<file path="src/rtl/sap1_datapath.sv">
// SAP-1 datapath: PC, MAR, 16x8 program RAM, IR, A, B and adder/subtractor,
// driven each cycle by the controller's 12-bit control word over a single bus.
module sap1_datapath #(
  parameter int unsigned DATA_W = 8,
  parameter int unsigned ADDR_W = 4
) (
  input  logic              clk,
  input  logic              rst,
  input  logic [11:0]       ctrl,
  input  logic              prog_we,
  input  logic [ADDR_W-1:0] prog_addr,
  input  logic [DATA_W-1:0] prog_data,
  output logic [3:0]        opcode,
  output logic [DATA_W-1:0] bus,
  output logic [DATA_W-1:0] a_out,
  output logic              carry,
  output logic              zero,
  output logic              halted,
  output logic              bus_conflict
);

  logic hlt, pc_inc, pc_en, mem_load, mem_en, ir_load, ir_en;
  logic a_load, a_en, b_load, adder_sub, adder_en;

  assign hlt       = ctrl[11];
  assign pc_inc    = ctrl[10];
  assign pc_en     = ctrl[9];
  assign mem_load  = ctrl[8];
  assign mem_en    = ctrl[7];
  assign ir_load   = ctrl[6];
  assign ir_en     = ctrl[5];
  assign a_load    = ctrl[4];
  assign a_en      = ctrl[3];
  assign b_load    = ctrl[2];
  assign adder_sub = ctrl[1];
  assign adder_en  = ctrl[0];

  logic [ADDR_W-1:0] pc_q, pc_d, mar_q, mar_d;
  logic [DATA_W-1:0] ir_q, ir_d, a_q, a_d, b_q, b_d;
  logic              carry_q, carry_d, zero_q, zero_d;
  logic              halted_q, halted_d, conflict_q, conflict_d;

  logic [DATA_W-1:0] mem_q [2**ADDR_W];

  logic [DATA_W:0]   add_full;
  logic [DATA_W-1:0] sum;
  logic              sum_cout;
  logic              multi_drv;

  always_comb begin
    add_full = {1'b0, a_q} + {1'b0, b_q};
    if (adder_sub) begin
      sum      = a_q - b_q;
      sum_cout = (a_q < b_q);
    end else begin
      sum      = add_full[DATA_W-1:0];
      sum_cout = add_full[DATA_W];
    end
  end

  assign multi_drv = ($countones({pc_en, mem_en, ir_en, a_en, adder_en}) > 1);

  // Contention forces the bus to zero rather than resolving a winner.
  always_comb begin
    bus = '0;
    if (!multi_drv) begin
      if (pc_en)    bus = {{(DATA_W-ADDR_W){1'b0}}, pc_q};
      if (mem_en)   bus = mem_q[mar_q];
      if (ir_en)    bus = {{(DATA_W-4){1'b0}}, ir_q[3:0]};
      if (a_en)     bus = a_q;
      if (adder_en) bus = sum;
    end
  end

  always_comb begin
    pc_d       = pc_q;
    mar_d      = mar_q;
    ir_d       = ir_q;
    a_d        = a_q;
    b_d        = b_q;
    carry_d    = carry_q;
    zero_d     = zero_q;
    halted_d   = halted_q | hlt;
    conflict_d = conflict_q | multi_drv;
    // Loads issued alongside HLT still land; only later words are frozen.
    if (!halted_q) begin
      if (mem_load) mar_d = bus[ADDR_W-1:0];
      if (ir_load)  ir_d  = bus;
      if (a_load)   a_d   = bus;
      if (b_load)   b_d   = bus;
      if (pc_inc)   pc_d  = pc_q + 1'b1;
      if (a_load && adder_en) begin
        carry_d = sum_cout;
        zero_d  = (sum == '0);
      end
    end
  end

  always_ff @(posedge clk) begin
    if (rst) begin
      pc_q       <= '0;
      mar_q      <= '0;
      ir_q       <= '0;
      a_q        <= '0;
      b_q        <= '0;
      carry_q    <= 1'b0;
      zero_q     <= 1'b0;
      halted_q   <= 1'b0;
      conflict_q <= 1'b0;
    end else begin
      pc_q       <= pc_d;
      mar_q      <= mar_d;
      ir_q       <= ir_d;
      a_q        <= a_d;
      b_q        <= b_d;
      carry_q    <= carry_d;
      zero_q     <= zero_d;
      halted_q   <= halted_d;
      conflict_q <= conflict_d;
    end
  end

  // Program port is independent of reset and halt.
  always_ff @(posedge clk) begin
    if (prog_we) mem_q[prog_addr] <= prog_data;
  end

  assign opcode       = ir_q[DATA_W-1 -: 4];
  assign a_out        = a_q;
  assign carry        = carry_q;
  assign zero         = zero_q;
  assign halted       = halted_q;
  assign bus_conflict = conflict_q;

endmodule

</file>
<file path="config.mk">
export PLATFORM = sky130hd
export DESIGN_NAME = sap1_datapath
export DESIGN_NICKNAME = d
export VERILOG_FILES = /design/src/rtl/sap1_datapath.sv
export SDC_FILE = /design/constraint.sdc
export NUM_CORES = 1
export LEC_CHECK = 0
export ABC_AREA = 1
export BUFFER_PORTS_ARGS = -buffer_cell sky130_fd_sc_hd__buf_2
export CORE_MARGIN = 1
export CORE_UTILIZATION = 30
export CTS_CLUSTER_DIAMETER = 50
export DETAILED_ROUTE_END_ITERATION = 8
export GPL_ROUTABILITY_DRIVEN = 1
export HOLD_SLACK_MARGIN = 0.05
export SLEW_MARGIN = 5
export SYNTH_ARGS = -nofsm -noshare
export SYNTH_HDL_FRONTEND = slang
export SYNTH_SLANG_ARGS = --single-unit
</file>
<file path="constraint.sdc">
create_clock -name clk -period 5.2 [get_ports clk]
set_input_delay 0.52 -clock clk [delete_from_list [all_inputs] [get_ports clk]]
set_output_delay 0.52 -clock clk [all_outputs]
set_load 0.1 [all_outputs]
</file>
== Word level (Yosys, flattened, before mapping) ==
Memory sizes are Yosys's and may differ from the RTL's. A register that Yosys moved wholly into a read port is not among the register bits.
Index checks and enable logic that the tools add are counted.
Word-level totals
  input port bits: 27
  output and inout bits: 24
  RAM bits: 128
  bits in latches: 0
  word-level logic and storage cells: 42
  memories kept: 1
  bits in read-only memories: 0
  register bits: 36
Memory list
  mem_q: depth 16, bits a word 8, read ports 1, clocked after memory_dff 1, write ports 1, RTL line 43  | logic [DATA_W-1:0] mem_q [2**ADDR_W];
Operators by class
  multiply operators: 0
  $add $sub $neg: 7
  bitwise operators: 3
  shift-type cells: 0
  reduce and logical (&&, ||, !) cells: 8
  magnitude comparators: 2
  multiplexer cells: 12
  equality and inequality tests: 0
  div/mod/pow operators: 0
Operators with widths (number)
  $mux W8: 6
  $mux W4: 3
  $reduce_and A2 Y1: 6
  $add A8 B8 Y9: 1
  $logic_not A8 Y1: 1
  $lt A8 B8 Y1: 1
  $sub A8 B8 Y8: 1
  $add A1 B1 Y2: 2
  $add A3 B1 Y4: 1
  $add A4 B1 Y4 const B: 1
  $gt A4 B1 Y1 const B: 1
  $add A2 B2 Y3: 1
  $mux W1: 3
  $or A1 B1 Y1: 2
  $logic_and A1 B1 Y1: 1
  $not A1 Y1: 1

== Logic depth before layout (Yosys ltp) ==
  depth after elaboration: 8
  gate-level depth with buffers: 14
  mapped depth without buffers: 13

== Least setup slack after synthesis ==
Ideal clock, no wire load.
  kind: register to output
  start point: reg a_q[0], in the netlist a_out[0]
  end point: out bus[6]
  arrival time: 2887 ps
  cell stages (with the launch flop): 13
  path buffers: 0
  data required time: 4680 ps
  setup slack: 1793 ps
  path through: dfxtp_1 > inv_1 > ha_1 > fa_1 > inv_1 > nand4_1 > nand3_1 > nand2_1 > nand2_1 > nand2_1 > nand2_1 > o211ai_2 > inv_1
On the way
  cells in the longest elaborated chain, start to end: 4
  elaborated cells on any way between the ends: 5
  classes of those cells: add/sub (2); mux (3)
Ends and longest elaborated chain
  start: declaration: RTL line 39  | logic [DATA_W-1:0] ir_q, ir_d, a_q, a_d, b_q, b_d;
  start signal: assignment: RTL line 104  | a_q <= '0;
  start signal: assignment: RTL line 114  | a_q <= a_d;
  $add A8 B8 Y9 or $sub A8 B8 Y8 (tied branches): RTL line 51, 53
  $mux W8 (*): RTL line 52  | if (adder_sub) begin
  $mux W8 (*): RTL line 71  | if (adder_en) bus = sum;
  $mux W8 (*): RTL line 66  | if (!multi_drv) begin
  end: declaration: RTL line 14  | output logic [DATA_W-1:0] bus,
Mark *: on every way between the ends. The rest lies on a longest branch, timed or not.

==> results summary <==
The flow ran to the end, and the final reports show no timing, DRC or antenna violations. The count of antenna diodes in the layout is 0. The violation count after the first detailed-routing iteration is 476.

A synthesized cell averages around 9.6 um2. The proportion of power drawn by combinational gates came out at between 10% and 20%. The number of hold-repair buffers added at the cts stage is 0.

In this run, the clock network consumes between 30% and 40% of the power. The maximum vdd drop came out at about 0.00021 V. The total number of nets in the final design came out at 885.

The relative max-transition margin is ~25%. The number of gates resized after cts is 0. Counting flops with a built-in enable in the synthesized netlist gives between 100 and 150. The deepest level of the CTS H-tree came out at 4. The top achievable clock speed is between 0.2 and 0.3 GHz. Dividing the final minimum period by the clock period gives 70.3%.

The port buffer count came out at 50. TritonCTS built the clock tree. For the pin with the worst max-slew slack, the measured transition is 1.12 ns. The internal power is roughly 2300 uW.

After synthesis, the share of flip-flops with an asynchronous set or reset is 0%. The number of hold violations in the final report came to 0. The chip height came out at approximately 160 um. The synthesis-to-finish area growth is 14.1%. The routed wire length is between 15,000 and 20,000 um. The unique cell type count in the Yosys netlist is 28. The remaining number of nets flagged by the antenna check after routing is 0. The source-to-sink clock delay at the later pin of the worst-skew pair came out at 0.43 ns. The worst hold-check path type is input port to flip-flop. Among all cell types in the netlist, the one instantiated most often is nand2_1.

Sorting the synthesized cells by area gives the leading types as edfxtp_1 (50%), dfxtp_1 (10%), nand2_1 (8.4%). The required time reported for the critical path endpoint came out at 4.68 ns. The slack of the worst reg-to-reg path came out at roughly 2.7 ns. The startpoint type of the worst setup path is a flip-flop. The ratio of routed vias to standard cells is 4.83.

The sequential-to-total area share from yosys stat came out at between 60% and 70%. The switching power of the nets is a little under 1000 uW. The class of the most critical setup path is flip-flop to output pin. The relative contribution of sequential cells to total power is about 46%. Counting every instance in the synthesized netlist gives 804.

The initial standard-cell utilization of the core is a little over 30%. The total overflow reported by the global router came out at 0. For this run, the leading register cell type out of synthesis is edfxtp_1. The I/O pin total is 51. The average wire per cell in the routed design is ~16 um. The sum of negative setup slack came out at 0 ns. The Yosys step of the flow raised 0 warnings. The cell sitting at the root of the clock tree is a clkbuf_16. Entering global routing, the biggest net connects 67 pins.

The fraction of layout cells with a size suffix above 1 came out at between 10% and 20%. The total number of vias came out at roughly 5,700. The number of global-route vias before repair came out at around 5,400.

The sum of net half-perimeters after detailed placement came out at approximately 12,000 um. The worst-path maximum fanout is 62. The remaining design rule violation count is 0. The area of the mapped netlist came out at between 7000 and 8000 um2. Setup repair after global routing left no endpoint under its margin. Across the run, the number of max-cap violations was 0. In this run, synthesis produced a sequential element count of 168. The area fraction of the dominant cell type after synthesis is 50.0%. The buffer depth of the longest clock path is 2. The post-CTS setup repair buffer count came out at 0. The TritonCTS buffer count is 17. The area of the core is roughly 25,000 um2.

The setup skew after layout is about 0.015 ns. The clock slew seen by the registers of the worst setup and hold paths came out at 0.07 ns. The aggregate global-route resource usage is 14.7%. The first-pass iteration count of the detailed router is 5.

For this design the ratio of total power to cell area is 376 nW/um2. By count the netlist is led by nand2_1 (171), edfxtp_1 (128), nor2_1 (92). The wire length of the first global-routing pass came out at slightly below 30,000 um. The endpoint arrival time on the critical path is around 3.1 ns. The final critical-path required period came out at 3.65 ns.

The total nets after synthesis is 852. The cell taking the most area after synthesis is edfxtp_1. The analysis attributes to cell leakage a power of ~0.0036 uW. Of the total power, the share spent switching nets is between 20% and 30%. The congestion estimate from routability-driven global placement came to between 0.8 and 0.9.

The max-slew violation count came out at 0. The utilization after layout is between 30% and 40%. The type of destination of the critical path is an output pin. Clock tree synthesis found a total of 168 sinks. The die outline area is roughly 26,000 um2.

The die is 162 um wide. In this run the core area contains just under 60 standard-cell rows. The initial antenna violation count came out at 0.

The final number of setup-violating endpoints came out at 0.
[metal layers]
metal  vias to the layer above  wire length (um)  track usage, %
met5                         -                 0               0
met4                         0               227            4.42
met3                        18              1100            2.81
met2                       183              8390            23.1
met1                      2713              8830            20.3
li1                       2787                 -               -
[placed cells by master, fill, tap and decap left out]
cell type / n
inv_1: 75
inv_2: 2
a21o_1: 1
a21boi_0: 1
a31oi_1: 1
nor3_1: 3
nand3_2: 3
and3_1: 1
edfxtp_1: 128
a21oi_1: 52
fa_1: 3
ha_1: 18
clkbuf_16: 17
buf_2: 50
clkinv_8: 1
xor2_1: 1
o21bai_1: 2
dfxtp_2: 1
o211ai_1: 15
o211ai_2: 1
inv_8: 4
nand4_1: 4
o21ai_0: 57
dfxtp_1: 39
nand2_1: 171
o21ai_1: 17
nand3_1: 78
clkinvlp_4: 1
clkinv_2: 2
buf_4: 2
inv_6: 5
bufinv_16: 2
nor2_1: 92
[cell families (layout without fill, tap and decap cells)]
kind of cell | Yosys count | in the layout | share of synthesized area [%]
adders and majority gates | 21 | 21 | 3.71
DFF | 168 | 168 | 60.5
buffers and inverters | 115 | 161 | 6.45
and+or+nand+nor | 352 | 352 | 18.9
AOI/OAI and AO/OA | 147 | 147 | 10.3
xor gates and xnor gates | 1 | 1 | 0.114
[through the flow]
step	area, um2	worst slack (ns)	std cells	hold slack (ns)	power [uW]
after floorplan	7680	1.79	804	0.456	1880
after global placement	8150	1.96	1148	0.463	2010
after detailed placement	8150	1.89	1148	0.472	2010
after CTS	8760	1.51	1180	0.294	3310
after global routing	8760	1.27	1180	0.313	3420
final	8760	1.55	1180	0.304	3290
[cell type report]
class                   instances  area [um2]
fillers                      2531       16400
flip-flops and latches        168        4650
multi-input cells             521        2540
clock buffers                  17         425
well taps                     330         413
inverters                      77         289
repair buffers                 52         265
clock inverters                15         183
[power by group through the flow]
stage / clock (uW) / sequential [uW] / combinational [uW]
2_1_floorplan: 0 / 1580 / 305
3_3_place_gp: 0 / 1540 / 462
3_5_place_dp: 0 / 1540 / 465
4_1_cts: 1330 / 1510 / 468
5_1_grt: 1380 / 1520 / 515
6_report: 1310 / 1510 / 468
[sequential cells by signal (all words and copies together), names as in the netlist, named ones only]
name,cells
mar_q,4
ir_q,8
mem_q,128
halted,1
pc_q,4
zero,1
b_q,8
carry,1
bus_conflict,1
a_out,8
[critical path, stage by stage, from the launching register on]
cell	delay [ns]
dfxtp_2	0.33
inv_2	0.79
nand2_1	0.13
nand2_1	0.11
nand2_1	0.05
nand3_1	0.12
nand3_1	0.13
nand3_1	0.15
nand2_1	0.06
nand2_1	0.05
nand2_1	0.04
nand2_1	0.05
nand2_1	0.13
inv_1	0.11
buf_2	0.43
[final timing paths]
check,start,to,cells past startpoint
max,flip-flop,bus[3],14
min,ctrl[11],halted$_SDFF_PP0_,3
max reg2reg,flip-flop,flip-flop,13
min reg2reg,zero$_SDFFE_PP0P_,zero$_SDFFE_PP0P_,2
Note: power is estimated with default switching activity, not from simulation.
